[config.mk]
export PLATFORM = sky130hd
export DESIGN_NAME = qdr_bist_master
export DESIGN_NICKNAME = d
export VERILOG_FILES = /design/src/rtl/qdr_bist_master.sv
export SDC_FILE = /design/constraint.sdc
export NUM_CORES = 1
export LEC_CHECK = 0
export BUFFER_PORTS_ARGS = -buffer_cell sky130_fd_sc_hd__clkbuf_2
export CELL_PAD_IN_SITES_DETAIL_PLACEMENT = 0
export CELL_PAD_IN_SITES_GLOBAL_PLACEMENT = 1
export CORE_MARGIN = 10
export CORE_UTILIZATION = 43
export CTS_BUF_LIST = sky130_fd_sc_hd__clkbuf_8
export CTS_CLUSTER_DIAMETER = 120
export DETAILED_ROUTE_END_ITERATION = 6
export PLACE_DENSITY_LB_ADDON = 0.1
export SLEW_MARGIN = 20
export SYNTH_ARGS = -nofsm -noshare
export SYNTH_HDL_FRONTEND = slang
export SYNTH_SLANG_ARGS = --single-unit
[constraint.sdc]
create_clock -name clk0 -period 7.79 [get_ports clk0]
set_input_delay 0.3895 -clock clk0 [delete_from_list [all_inputs] [get_ports clk0]]
set_output_delay 0.3895 -clock clk0 [all_outputs]
set_load 0.05 [all_outputs]
[src/rtl/qdr_bist_master.sv]
// qdr_bist_master: write/read-back pattern BIST initiator for the QDR user interface (clk0 domain).
// Define QDR_BIST_ERR_CAPTURE_EN to build the first-error capture registers (err_addr/err_data).
module qdr_bist_master #(
  parameter int DATA_WIDTH    = 36,
  parameter int ADDR_WIDTH    = 21,
  parameter int DRAIN_TIMEOUT = 32
) (
  input  logic                    clk0,
  input  logic                    reset,
  input  logic                    phy_rdy,
  input  logic                    start,
  input  logic [ADDR_WIDTH-1:0]   addr_last,
  input  logic [DATA_WIDTH-1:0]   seed,
  output logic                    usr_wr_strb,
  output logic                    usr_rd_strb,
  output logic [ADDR_WIDTH-1:0]   usr_addr,
  output logic [2*DATA_WIDTH-1:0] usr_wr_data,
  input  logic [2*DATA_WIDTH-1:0] usr_rd_data,
  input  logic                    usr_rd_dvld,
  output logic                    busy,
  output logic                    done,
  output logic                    pass,
  output logic                    timeout,
  output logic                    aborted,
  output logic [15:0]             err_cnt,
  output logic [ADDR_WIDTH-1:0]   err_addr,
  output logic [2*DATA_WIDTH-1:0] err_data
);

  localparam int CW  = ADDR_WIDTH + 1;
  localparam int REP = (DATA_WIDTH + ADDR_WIDTH - 1) / ADDR_WIDTH;
  localparam int TW  = $clog2(DRAIN_TIMEOUT + 11);
  localparam logic [TW-1:0] T_LOAD = TW'(DRAIN_TIMEOUT + 10);

  typedef enum logic [2:0] {S_IDLE, S_WRITE, S_READ, S_DRAIN, S_DONE} state_t;

  state_t                state;
  logic [ADDR_WIDTH-1:0] addr_last_q;
  logic [DATA_WIDTH-1:0] seed_q;
  logic [CW-1:0]         wr_cnt, rd_cnt, exp_cnt;
  logic [TW-1:0]         timer;

  function automatic logic [2*DATA_WIDTH-1:0] word_of(input logic [ADDR_WIDTH-1:0] a,
                                                      input logic [DATA_WIDTH-1:0] s);
    logic [REP*ADDR_WIDTH-1:0] rep;
    logic [DATA_WIDTH-1:0]     f;
    rep = {REP{a}};
    f   = rep[DATA_WIDTH-1:0] ^ s;
    return {~f, f};
  endfunction

  function automatic logic [15:0] sat_inc16(input logic [15:0] v);
    return (v == 16'hFFFF) ? v : v + 16'd1;
  endfunction

  logic [CW-1:0] last_cnt, n_words, exp_cnt_nxt, wr_nxt, rd_nxt;
  logic [15:0]   err_cnt_nxt;
  logic          extra_word, mismatch, all_rcvd, start_acc, run_abort;

  // Counters are one bit wider than the address so N = 2^ADDR_WIDTH is representable.
  assign last_cnt    = {1'b0, addr_last_q};
  assign n_words     = last_cnt + CW'(1);
  assign wr_nxt      = wr_cnt + CW'(1);
  assign rd_nxt      = rd_cnt + CW'(1);
  assign extra_word  = (exp_cnt >= n_words);
  assign mismatch    = usr_rd_dvld &&
                       (extra_word || (usr_rd_data != word_of(exp_cnt[ADDR_WIDTH-1:0], seed_q)));
  assign exp_cnt_nxt = (usr_rd_dvld && !extra_word) ? exp_cnt + CW'(1) : exp_cnt;
  assign err_cnt_nxt = mismatch ? sat_inc16(err_cnt) : err_cnt;
  assign all_rcvd    = (exp_cnt_nxt == n_words);
  assign start_acc   = start && phy_rdy && (state == S_IDLE || state == S_DONE);
  assign run_abort   = !phy_rdy && (state == S_WRITE || state == S_READ || state == S_DRAIN);

  always_ff @(posedge clk0 or posedge reset) begin
    if (reset) begin
      state       <= S_IDLE;
      addr_last_q <= '0;
      seed_q      <= '0;
      wr_cnt      <= '0;
      rd_cnt      <= '0;
      exp_cnt     <= '0;
      timer       <= '0;
      usr_wr_strb <= 1'b0;
      usr_rd_strb <= 1'b0;
      usr_addr    <= '0;
      usr_wr_data <= '0;
      busy        <= 1'b0;
      done        <= 1'b0;
      pass        <= 1'b0;
      timeout     <= 1'b0;
      aborted     <= 1'b0;
      err_cnt     <= '0;
    end else begin
      exp_cnt     <= exp_cnt_nxt;
      err_cnt     <= err_cnt_nxt;
      usr_wr_strb <= 1'b0;
      usr_rd_strb <= 1'b0;
      usr_addr    <= '0;
      usr_wr_data <= '0;
      if (run_abort) begin
        state   <= S_DONE;
        aborted <= 1'b1;
        busy    <= 1'b0;
        done    <= 1'b1;
        pass    <= 1'b0;
      end else begin
        unique case (state)
          S_IDLE, S_DONE: begin
            // pass keeps tracking late stray words while done is shown
            if (state == S_DONE) pass <= (err_cnt_nxt == 16'd0) && !timeout && !aborted;
            if (start_acc) begin
              state       <= S_WRITE;
              addr_last_q <= addr_last;
              seed_q      <= seed;
              wr_cnt      <= '0;
              rd_cnt      <= '0;
              exp_cnt     <= '0;
              err_cnt     <= '0;
              timeout     <= 1'b0;
              aborted     <= 1'b0;
              busy        <= 1'b1;
              done        <= 1'b0;
              pass        <= 1'b0;
              usr_wr_strb <= 1'b1;
              usr_wr_data <= word_of('0, seed);
            end
          end
          S_WRITE: begin
            if (wr_cnt == last_cnt) begin
              state       <= S_READ;
              usr_rd_strb <= 1'b1;
            end else begin
              wr_cnt      <= wr_nxt;
              usr_wr_strb <= 1'b1;
              usr_addr    <= wr_nxt[ADDR_WIDTH-1:0];
              usr_wr_data <= word_of(wr_nxt[ADDR_WIDTH-1:0], seed_q);
            end
          end
          S_READ: begin
            if (rd_cnt == last_cnt) begin
              state <= S_DRAIN;
              timer <= T_LOAD;
            end else begin
              rd_cnt      <= rd_nxt;
              usr_rd_strb <= 1'b1;
              usr_addr    <= rd_nxt[ADDR_WIDTH-1:0];
            end
          end
          S_DRAIN: begin
            if (all_rcvd) begin
              state <= S_DONE;
              busy  <= 1'b0;
              done  <= 1'b1;
              pass  <= (err_cnt_nxt == 16'd0);
            end else if (timer == TW'(1)) begin
              state   <= S_DONE;
              timeout <= 1'b1;
              busy    <= 1'b0;
              done    <= 1'b1;
              pass    <= 1'b0;
            end else begin
              timer <= timer - TW'(1);
            end
          end
          default: state <= S_IDLE;
        endcase
      end
    end
  end

`ifdef QDR_BIST_ERR_CAPTURE_EN
  always_ff @(posedge clk0 or posedge reset) begin
    if (reset) begin
      err_addr <= '0;
      err_data <= '0;
    end else if (start_acc) begin
      err_addr <= '0;
      err_data <= '0;
    end else if (mismatch && err_cnt == 16'd0) begin
      err_addr <= exp_cnt[ADDR_WIDTH-1:0];
      err_data <= usr_rd_data;
    end
  end
`else
  assign err_addr = '0;
  assign err_data = '0;
`endif

endmodule

==> results.md, run 1 <==
- TritonCTS clock tree: done
- Number of global-route vias before repair: 13885
- Max-cap check violation count: 0
- Mean cell area of the mapped netlist: 8.65 sq um
- Post-synthesis cell area: 0.0162 sq mm
- Insertion delay of the later-clocked pin in the worst-skew pair: 0.61 ns
- Worst setup path startpoint: addr_last_q[0]
- Sum of routed wire length over all layers: 58800 microns
- Fmax achieved: 175 MHz
- I/O Buffers: 249
- Predominant post-synthesis flop cell: dfrtp_1
- Final hold viol count: 0
- Row Count: 71
- Antenna diode count: 0
- Clock Sink Count: 248
- Number of top-level pins: 343
- Post-CTS sizing: 0
- Initial core utilization: 43.4%
- Antenna Violating Nets Remaining: 0
- Worst hold path depth: 3
- Post-route fraction of the period consumed by the critical path: 73.3%
- Final routed DRC violation total: 0
- Synth top area cells: dfrtp_1, xnor2_1, xor2_1
- Area share of the largest cell type after synthesis: 38.3%
- Slew headroom: 24.6%
- Psw: 2.80 mW
- Portion of the post-synthesis area used by sequential elements: 38.3%
- Post-CTS setup-driven buffer insertion count: 0
- Fraction of final layout cells with drive strength greater than 1: 17.3%
- Arrival time at the worst endpoint: 6.20 ns
- Number of buffers created by CTS: 44
- Data required time at the worst endpoint: 8.28 ns
- First-pass iteration count of the detailed router: 4
- Number of enable-type register cells in the synthesized netlist: 0
- Post-synthesis cell type with the largest combined area: dfrtp_1
- P&R area growth vs syn: 14.1%
- Total power per unit cell area: 321 mW/mm^2
- Core Box Area: 0.0374 sq mm
- GRT Residual Overflow: 0
- Internal portion of total power: 3.14 mW
- Global placer's final weighted congestion: 0.970
- Share of async-settable or async-resettable flops after synthesis: 100%
- Synthesized netlist cell count: 1876
- Post-detailed-route wirelength per cell: 22.4 microns
- Number of distinct library cells after synthesis: 83
- Total number of vias: 13769
- Standard cell area after detailed placement: 0.0173 sq mm
- Vert. Die Dim: 214 microns
- Setup skew after layout: 0.0251 ns
- Initial antenna violation count: 0
- Largest fanout of any net on the critical path: 8
- Pin count of the biggest net entering global routing: 119
- Die width: 214 microns
- Total of flip-flops plus latches after synthesis: 248
- Clk slew on worst S/H paths: 0.06 ns
- Sum Neg Setup Slack: 0 ns
- Worst Hold Launch: addr_last[5]
- CTS max path bufs: 3
- Sw Ratio: 47.1%
- Hold Buf Count CTS: 26
- First-pass GRT wire length: 88300 microns
- Pins over their slew limit: 0
- Area of the die: 0.0459 sq mm
- Fin crit period: 5.71 ns
- Per-cell via count in the routed design: 5.24
- Worst hold-check path type: in2reg
- Type of origin of the critical path: flop
- GR Util All Layers: 24.8%
- Outcome: finished, final reports clean
- Violation count after the first detailed-routing iteration: 949
- CTS HTree Levels: 2
- Number of nets in the layout: 2248
- Setup repair after global routing missed its margin: no
- Combinational group share of total power: 43.3%
- Start-to-end type of the worst setup path: reg2reg
- Core Util, Final: 49.5%
- Worst Tran Pin Value: 1.12 ns
- Critical path capture point type: flop
- Detailed Place HPWL: 45300 microns
- Total Power: 5.94 mW
- VDD IR-drop max: 0.127 mV
- Launch point of the worst reg-to-reg path: addr_last_q[0]
- Leak: 8.86 nW
- Worst hold margin: 0.0309 ns
- R2r worst-path depth: 17
- Count of warnings emitted by yosys: 0
- Proportion of power drawn by the clock network: 21.7%
- Final instance area: 0.0185 sq mm
- Seq pwr share: 35.0%
- Clock tree root driver cell: clkbuf_8
- Setup violators final: 0
registers in the layout (all words and copies together), names as in the netlist:
name,cells
usr_addr,21
usr_wr_data,72
seed_q,36
aborted,1
rd_cnt,22
err_cnt,16
timer,6
busy,1
pass,1
usr_wr_strb,1
usr_rd_strb,1
state,3
exp_cnt,22
addr_last_q,21
timeout,1
done,1
wr_cnt,22
critical path, stage by stage (launching register included):
cell,delay (ns)
dfrtp_1,0.56
ha_1,0.30
nand2_1,0.15
or3_1,0.44
nor2_1,0.13
xnor2_1,0.30
ha_1,0.35
nand4_1,0.11
nor4_1,0.07
and3_1,0.27
a211o_1,0.35
nor4_1,0.47
mux2i_1,0.42
nand4_1,0.13
or4b_1,0.56
or4_4,0.58
and2_4,0.17
a32o_1,0.23
worst paths after layout:
| check | to | slack, ns |
|---|---|---|
| hold reg to reg | timer[3] | 0.55 |
| setup reg to reg | pass | 2.08 |
| setup / recovery | pass | 2.08 |
| min in group asynchronous | usr_wr_data[43] | 0.51 |
| max in group asynchronous | addr_last_q[19] | 5.81 |
| hold / removal | addr_last_q[5] | 0.03 |
Yosys cell counts, types with 21 or more instances:
cell	n
o21ai_0	65
nor2_1	221
nor2b_1	26
nand2_1	269
ha_1	29
nor4_1	21
nor3_1	27
inv_1	26
and3_1	41
a21oi_1	81
xnor2_1	162
clkbuf_1	83
buf_4	100
buf_2	25
nand3_1	57
xor2_1	127
nand4_1	29
dfrtp_1	248
through the flow:
stage	instances	worst slack, ns
4_1_cts	2627	2.12
3_3_place_gp	2524	2.40
6_report	2627	2.08
2_1_floorplan	1968	0.586
3_5_place_dp	2524	2.13
5_1_grt	2627	1.81
layout by cell type (no fill, tap or decap), types with 29 or more instances in the layout:
cell type  count
a21oi_1       81
and3_1        41
clkbuf_2     249
clkbuf_8      49
conb_1        93
dfrtp_1      248
ha_1          29
inv_1         42
nand2_1      268
nand3_1       56
nand4_1       29
nor2_1       219
o21ai_0       65
xnor2_1      162
xor2_1       127
layer usage:
layer	part of all wire [%]	track usage, %
met3	6.4	5.91
met5	0	0
met1	45	32.9
met2	45	38.6
met4	3.6	9.26
logic make-up (layout without fill, tap and decap cells):
family	Yosys count	in the layout	share of synthesized area, %
AND/OR/NAND/NOR	783	783	22.8
multiplexers	23	23	1.52
other	1	93	0.0231
buffers and inverters	242	390	8.21
flip-flops	248	248	38.3
XOR/XNOR	299	299	17.0
adder cells (fa/ha/maj)	30	30	2.30
AO/OA/AOI/OAI	250	250	9.90
area by class of cell:
type | count | area [sq um]
multi-input combinational | 1478 | 9050
sequential | 248 | 6210
fill | 3647 | 18900
clock inverter | 28 | 230
tap | 511 | 639
clock buffer | 49 | 674
inverter | 26 | 105
timing repair buffer | 287 | 1600
power by group through the flow:
| stage | logic (mW) | registers [mW] | clock network, mW |
|---|---|---|---|
| final | 2.57 | 2.08 | 1.29 |
| after global routing | 2.80 | 2.11 | 1.38 |
| after CTS | 2.57 | 2.08 | 1.33 |
| after detailed placement | 2.55 | 2.10 | 0 |
| after global placement | 2.56 | 2.09 | 0 |
| after floorplan | 1.72 | 2.19 | 0 |
No activity file was read; power rests on OpenSTA's default activity.
==> run 2, diff against run 1 <==
--- a/config.mk
+++ b/config.mk
@@ -5,11 +5,12 @@
 export SDC_FILE = /design/constraint.sdc
 export NUM_CORES = 1
 export LEC_CHECK = 0
+export ABC_AREA = 1
 export BUFFER_PORTS_ARGS = -buffer_cell sky130_fd_sc_hd__clkbuf_2
 export CELL_PAD_IN_SITES_DETAIL_PLACEMENT = 0
 export CELL_PAD_IN_SITES_GLOBAL_PLACEMENT = 1
 export CORE_MARGIN = 10
-export CORE_UTILIZATION = 43
+export CORE_UTILIZATION = 37
 export CTS_BUF_LIST = sky130_fd_sc_hd__clkbuf_8
 export CTS_CLUSTER_DIAMETER = 120
 export DETAILED_ROUTE_END_ITERATION = 6
==> constraint.sdc (replaced) <==
create_clock -name clk0 -period 4.95 [get_ports clk0]
set_input_delay 0.2475 -clock clk0 [delete_from_list [all_inputs] [get_ports clk0]]
set_output_delay 0.2475 -clock clk0 [all_outputs]
set_load 0.05 [all_outputs]
==> run 2 against run 1 <==
  * Non-clock buffer count grew 42
  * Clock power grew 67%
  * Area after synthesis grew 5.0%
  * Die area grew 20%
  * First-iteration DRC count grew 33%
  * Count of clock-buffer cells in the layout grew 10
  * Clock skew grew 0.011 ns
  * Combinational power grew to 2.7 times the previous value
  * Global-route usage shrank 0.12 points
==> results.md, run 2 <==
- Row Count: 78 (+9.9%)
- Cell type with the highest occurrence count on the critical path: nand2_1
- Type of origin of the critical path: flop
- Total number of vias: 16910 (+23%)
- Seq pwr share: 28.2% (-6.8 points)
- Fraction of final layout cells with drive strength greater than 1: 16.7% (-0.61 points)
- Largest fanout of any net on the critical path: 17 (+9)
- First-pass GRT wire length: 103000 microns (+16%)
- Number of distinct library cells after synthesis: 53 (-36%)
- Clk slew on worst S/H paths: 0.05 ns (about the same)
- Number of nets in the layout: 2890 (+29%)
- GR Util All Layers: 24.7% (-0.12 points)
- Max-cap check violation count: 0 (unchanged)
- Setup skew after layout: 0.0364 ns (+0.0114 ns)
- Synthesized netlist cell count: 2428 (+29%)
- Library cell contributing the largest single delay on the critical path: dfrtp_2
- Final hold viol count: 0 (unchanged)
- Psw: 6.94 mW (+150%)
- Insertion delay of the later-clocked pin in the worst-skew pair: 0.66 ns (+0.05 ns)
- Post-synthesis cell type with the largest combined area: dfrtp_1
- CTS HTree Levels: 2 (unchanged)
- Proportion of power drawn by the clock network: 16.9% (-4.8 points)
- Layout Cells excl Fill: 3363 (+28%)
- Sum of routed wire length over all layers: 69400 microns (+18%)
- Data required time at the worst endpoint: 5.53 ns (-2.75 ns)
- Setup repair after global routing missed its margin: no
- Slew headroom: 28.6% (+4.0 points)
- Global placer's final weighted congestion: 0.926 (-4.5%)
- Per-cell via count in the routed design: 5.03 (-4.1%)
- Internal portion of total power: 5.87 mW (+87%)
- Number of enable-type register cells in the synthesized netlist: 0 (unchanged)
- P&R area growth vs syn: 18.0%
- Detailed Place HPWL: 54600 microns (+20%)
- Share of async-settable or async-resettable flops after synthesis: 100% (unchanged)
- Final routed DRC violation total: 0 (unchanged)
- Clock tree root driver cell: clkbuf_8
- Worst hold-check path type: in2reg
- Initial core utilization: 37.5% (-5.9 points)
- Combinational group share of total power: 55.0% (+12 points)
- Post-synthesis cell area: 0.0170 sq mm (+5.0%)
- Flip-flop count of the largest register, all copies and words added: 72 (unchanged)
- Fin crit period: 4.47 ns (-1.24 ns)
- Post-detailed-route wirelength per cell: 20.6 microns (-7.9%)
- CTS max path bufs: 3 (unchanged)
- Number of global-route vias before repair: 16954 (+22%)
- Start-to-end type of the worst setup path: reg2reg
- Number of top-level pins: 343 (unchanged)
- Commonest cells after routing, fill and taps aside: nand2_1, inv_1, clkbuf_2
- Initial antenna violation count: 2 (+2)
- Cell count after placement: 3219 (+28%)
- Total Power: 12.8 mW (+120%)
- Synth top area cells: dfrtp_1, nand2_1, xor2_1
- Setup violators final: 0 (unchanged)
- GRT Residual Overflow: 0 (unchanged)
- Number of buffers created by CTS: 48 (+9.1%)
- Predominant post-synthesis flop cell: dfrtp_1
- Critical path capture point type: flop
- Sum Neg Setup Slack: 0 ns (unchanged)
- VDD IR-drop max: 0.512 mV (+300%)
- Pins over their slew limit: 0 (unchanged)
- Most flop-heavy register: usr_wr_data
- Worst Tran Pin Value: 1.07 ns (-0.0509 ns)
- Count of warnings emitted by yosys: 0 (unchanged)
- Post-route fraction of the period consumed by the critical path: 90.3% (+17 points)
- Pin count of the biggest net entering global routing: 98 (-18%)
- Area of the die: 0.0550 sq mm (+20%)
- Mean cell area of the mapped netlist: 7.02 sq um (-19%)
- Violation count after the first detailed-routing iteration: 1259 (+33%)
- I/O Buffers: 249 (unchanged)
- Outcome: finished, final reports clean
- Fmax achieved: 224 MHz (+28%)
- Post-CTS setup-driven buffer insertion count: 0 (unchanged)
- Total power per unit cell area: 637 mW/mm^2 (+98%)
- TritonCTS clock tree: done
- Leak: 10.3 nW (+16%)
- Antenna Violating Nets Remaining: 0 (unchanged)
- Die width: 235 microns (+9.5%)
- Core Box Area: 0.0455 sq mm (+22%)
- Commonest cells post-synth: nand2_1, dfrtp_1, inv_1, nor2_1, nand3_1
- Leading cell type in the layout, fill and taps excluded: nand2_1
- Area share of the largest cell type after synthesis: 36.4% (-1.8 points)
- Most frequently used cell type in the post-synthesis netlist: nand2_1
- Vert. Die Dim: 235 microns (+9.5%)
- First-pass iteration count of the detailed router: 5 (+1)
- Clock Sink Count: 248 (unchanged)
- Top flop regs: usr_wr_data (72), seed_q (36)
- Critical Path Max Stage Delay: 0.45 ns (-0.13 ns)
- Total of flip-flops plus latches after synthesis: 248 (unchanged)
- Portion of the post-synthesis area used by sequential elements: 36.4% (-1.8 points)
- Arrival time at the worst endpoint: 5.05 ns (-1.15 ns)
- Sw Ratio: 54.2% (+7.1 points)
-- run 2: cell count changes in the layout (fill, tap and decap cells not counted), sizes merged, moves of 47 or more --
cell,previous run,this run
inv,46,281
or2,8,56
nand3,57,147
xnor2,163,13
nand2,269,721
nand3b,2,49
-- run 2: cell families (layout without fill, tap and decap cells) --
logic type,after synthesis,after routing,synth area share (%)
and+or+nand+nor,1311,1311,33.9
buffers and inverters,438,679,12.1
AOI/OAI and AO/OA,279,279,9.12
DFF,248,248,36.4
xor gates and xnor gates,122,122,6.32
adders and majority gates,29,29,2.13
other,1,95,0.0220
-- run 2: timing repair --
action / CTS / global route
endpoints found under the hold margin: 223 / 0
endpoints found under the setup margin: 0 / 12
resized for setup: 0 / 4
hold buffers: 58 / 0
-- run 2: layer usage --
metal | up-vias | global-route usage (%) | wire length [microns]
met5 | - | 0 | 0
met4 | 0 | 9.57 | 2610
met3 | 123 | 4.03 | 4230
met2 | 587 | 42.1 | 33600
met1 | 8040 | 30.7 | 28900
li1 | 8160 | - | -
-- run 2: metrics by stage --
step                      setup WS (ns)  cell area (sq um)  hold slack (ns)  util [%]
after floorplan                    1.39              17400            0.357         -
after global placement            0.477              18500            0.428      40.7
after detailed placement          0.376              18500            0.433      40.7
after CTS                         0.363              20100           0.0365      44.2
after global routing             0.0148              20100           0.0938      44.2
final                             0.479              20100           0.0638      44.2
-- run 2: critical path: cells and delay by family, from the launching register on --
family	cells	cell delay (ns)
fa+ha+maj	1	0.31
compound gates	1	0.17
flops	1	0.45
buf+inv	5	0.35
simple gates	22	3.15
-- run 2: final cells by class --
class | instances | area (sq um)
Antenna cell | 2 | 5.00
Sequential cell | 248 | 6210
Clock inverter | 25 | 181
Tap cell | 600 | 751
Fill cell | 4848 | 25400
Clock buffer | 59 | 812
Multi-Input combinational cell | 1834 | 9140
Inverter | 266 | 1010
Timing Repair Buffer | 329 | 2000
-- run 2: worst paths after layout --
kind	slack, ns	endpoint	start	cells past startpoint
worst max-delay path	0.48	pass	addr_last_q[0]	29
worst min-delay path	0.06	state[1]	phy_rdy	5
worst max register to register	0.48	pass	addr_last_q[0]	29
worst min register to register	0.50	pass	pass	2
max in group asynchronous	3.43	err_cnt[9]	reset	5
min in group asynchronous	0.29	usr_wr_data[70]	reset	4
-- run 2: power by group through the flow --
stage               clock (mW)  combinational [mW]  sequential, mW
finish                    2.16                7.04            3.61
global route              2.29                7.77            3.68
CTS                       2.21                7.03            3.60
detailed placement           0                6.96            3.63
global placement             0                6.92            3.62
floorplan                    0                4.20            4.24
==> run 3, diff against run 2 <==
--- a/config.mk
+++ b/config.mk
@@ -11,7 +11,7 @@
 export CELL_PAD_IN_SITES_GLOBAL_PLACEMENT = 1
 export CORE_MARGIN = 10
 export CORE_UTILIZATION = 37
-export CTS_BUF_LIST = sky130_fd_sc_hd__clkbuf_8
+export CTS_BUF_LIST = sky130_fd_sc_hd__clkbuf_4
 export CTS_CLUSTER_DIAMETER = 120
 export DETAILED_ROUTE_END_ITERATION = 6
 export PLACE_DENSITY_LB_ADDON = 0.1
==> run 3 against run 2 <==
  * Core utilization shrank 0.074 points
  * Hold slack better by 0.080 ns
  * Design area is 0.17% lower
  * Critical path type unchanged
  * Worst setup slack worse by 0.026 ns
  * Largest cell class unchanged
  * Clock skew grew 0.044 ns
  * Highest routed layer unchanged
  * Critical endpoint is now timer[5]
  * Largest power group unchanged
==> results.md, run 3 (same netlist as run 2, synthesis figures left out) <==
- Arrival time at the worst endpoint: 5.19 ns (+0.14 ns)
- GRT met1 Usage: 30.9% (+0.18 points)
- Sum of routed wire length over all layers: 69800 microns (+0.63%)
- First-pass iteration count of the detailed router: 5 (unchanged)
- Pins over their slew limit: 0 (unchanged)
- Area of the die: 0.0550 sq mm (unchanged)
- Die width: 235 microns (unchanged)
- Data required time at the worst endpoint: 5.64 ns (+0.11 ns)
- Routing usage on met2: 43.3% (+1.2 points)
- Number of global-route vias before repair: 17233 (+1.6%)
- Fin crit period: 4.50 ns (+0.0256 ns)
- TritonCTS clock tree: done
- Sum Neg Setup Slack: 0 ns (unchanged)
- Core Util, Final: 44.1% (-0.074 points)
- Standard cell area after detailed placement: 0.0185 sq mm (unchanged)
- Per-cell via count in the routed design: 5.04 (+0.19%)
- VDD IR-drop max: 0.478 mV (-6.7%)
- Worst hold-check path type: in2async
- Leading cell type in the layout, fill and taps excluded: nand2_1
- Initial antenna violation count: 3 (+1)
- Slew headroom: 28.1% (-0.42 points)
- Flip-flop count of the largest register, all copies and words added: 72 (unchanged)
- Cell count after placement: 3219 (unchanged)
- Number of nets in the layout: 2919 (+1.0%)
- Start-to-end type of the worst setup path: reg2reg
- CTS max path bufs: 3 (unchanged)
- I/O Buffers: 249 (unchanged)
- Total number of vias: 17159 (+1.5%)
- CTS HTree Levels: 3 (+1)
- Row Count: 78 (unchanged)
- Insertion delay of the later-clocked pin in the worst-skew pair: 0.83 ns (+0.17 ns)
- Initial core utilization: 37.5% (unchanged)
- Number of buffers created by CTS: 76 (+58%)
- Vert. Die Dim: 235 microns (unchanged)
- Largest fanout of any net on the critical path: 21 (+4)
- Final routed DRC violation total: 0 (unchanged)
- Violation count after the first detailed-routing iteration: 1175 (-6.7%)
- Antenna Violating Nets Remaining: 0 (unchanged)
- Outcome: finished, final reports clean
- Post-CTS setup-driven buffer insertion count: 0 (unchanged)
- Critical Path Max Stage Delay: 0.45 ns (about the same)
- Critical path capture point type: flop
- Pin count of the biggest net entering global routing: 98 (unchanged)
- Cell type with the highest occurrence count on the critical path: nand2_1
- GR Util All Layers: 25.0% (+0.34 points)
- Post-route fraction of the period consumed by the critical path: 90.8% (+0.52 points)
- Global routing met3 resource utilization: 4.23% (+0.19 points)
- Fraction of final layout cells with drive strength greater than 1: 18.3% (+1.5 points)
- Fmax achieved: 222 MHz (-0.57%)
- Worst hold margin: 0.144 ns (+0.0800 ns)
- Setup repair after global routing missed its margin: no
- Commonest cells after routing, fill and taps aside: nand2_1, clkbuf_2, dfrtp_1
- Clock Sink Count: 248 (unchanged)
- Setup skew after layout: 0.0802 ns (+0.0437 ns)
- Top flop regs: usr_wr_data (72), seed_q (36)
- Most flop-heavy register: usr_wr_data
- Post-route worst setup slack: 0.453 ns (-0.0256 ns)
- Number of top-level pins: 343 (unchanged)
- Total power per unit cell area: 636 mW/mm^2 (-0.12%)
- Leak: 10.3 nW (about the same)
- Global placer's final weighted congestion: 0.926 (unchanged)
- Post-detailed-route wirelength per cell: 20.5 microns (-0.64%)
- Layout Cells excl Fill: 3406 (+1.3%)
- Worst Tran Pin Value: 1.08 ns (+0.00628 ns)
- Final instance area: 0.0201 sq mm (-0.17%)
- Total Power: 12.8 mW (-0.29%)
- Fill cell instance count of the final layout: 4886 (+0.78%)
- Grt peak-use layer: met2
- Clk slew on worst S/H paths: 0.07 ns (+0.02 ns)
- Max-cap check violation count: 0 (unchanged)
- P&R area growth vs syn: 17.8%
- Type of origin of the critical path: flop
- Core Box Area: 0.0455 sq mm (unchanged)
- Final hold viol count: 0 (unchanged)
- Detailed Place HPWL: 54600 microns (unchanged)
- Library cell contributing the largest single delay on the critical path: dfrtp_2
- GRT Residual Overflow: 0 (unchanged)
- First-pass GRT wire length: 104000 microns (+1.5%)
- Post-place setup slack: 0.376 ns (unchanged)
- Clock tree root driver cell: clkbuf_4
- Setup violators final: 0 (unchanged)
==> run 3: routing by layer <==
metal | vias up | wire length (microns)
li1 | 8261 | -
met1 | 8193 | 28800
met2 | 599 | 34600
met3 | 106 | 4500
met4 | 0 | 1920
met5 | - | 0
==> run 3: report_power, final <==
group | total, mW | internal [mW] | switching, mW
combinational | 7.04 | 1.97 | 5.07
clock | 2.13 | 1.14 | 0.989
sequential | 3.61 | 2.71 | 0.892
total | 12.8 | 5.82 | 6.95
==> run 3: critical path: cells and delay by family (launching register included) <==
kind	cells	cell delay, ns
AO/OA/AOI/OAI	1	0.07
buffers and inverters	6	0.61
AND/OR/NAND/NOR	22	2.99
flip-flops	1	0.45
adder cells (fa/ha/maj)	1	0.31
==> run 3: final cells by class <==
type                            instances  area [sq um]  area share (%)
Tap cell                              600           751            3.74
Clock buffer                          114           856            4.26
Inverter                              266          1010            5.02
Multi-Input combinational cell       1834          9130            45.5
Clock inverter                         10          93.8           0.468
Sequential cell                       248          6210            30.9
Antenna cell                            4          10.0          0.0499
Timing Repair Buffer                  330          2010            10.0
==> run 3: final timing paths <==
path / start / end / slack (ns) / cells after the start
max in group asynchronous: reset / exp_cnt[8] / 3.57 / 5
max reg2reg: addr_last_q[0] / timer[5] / 0.45 / 30
min: reset / seed_q[14] / 0.14 / 4
min in group clk0: start / busy / 0.15 / 4
min reg2reg: done / done / 0.50 / 2
max: addr_last_q[0] / timer[5] / 0.45 / 30
==> run 3: timing repair <==
action	4_1_cts	5_1_grt
endpoints found under the hold margin	232	0
setup endpoints to repair	0	12
hold buffers	59	0
gates resized for setup	0	3
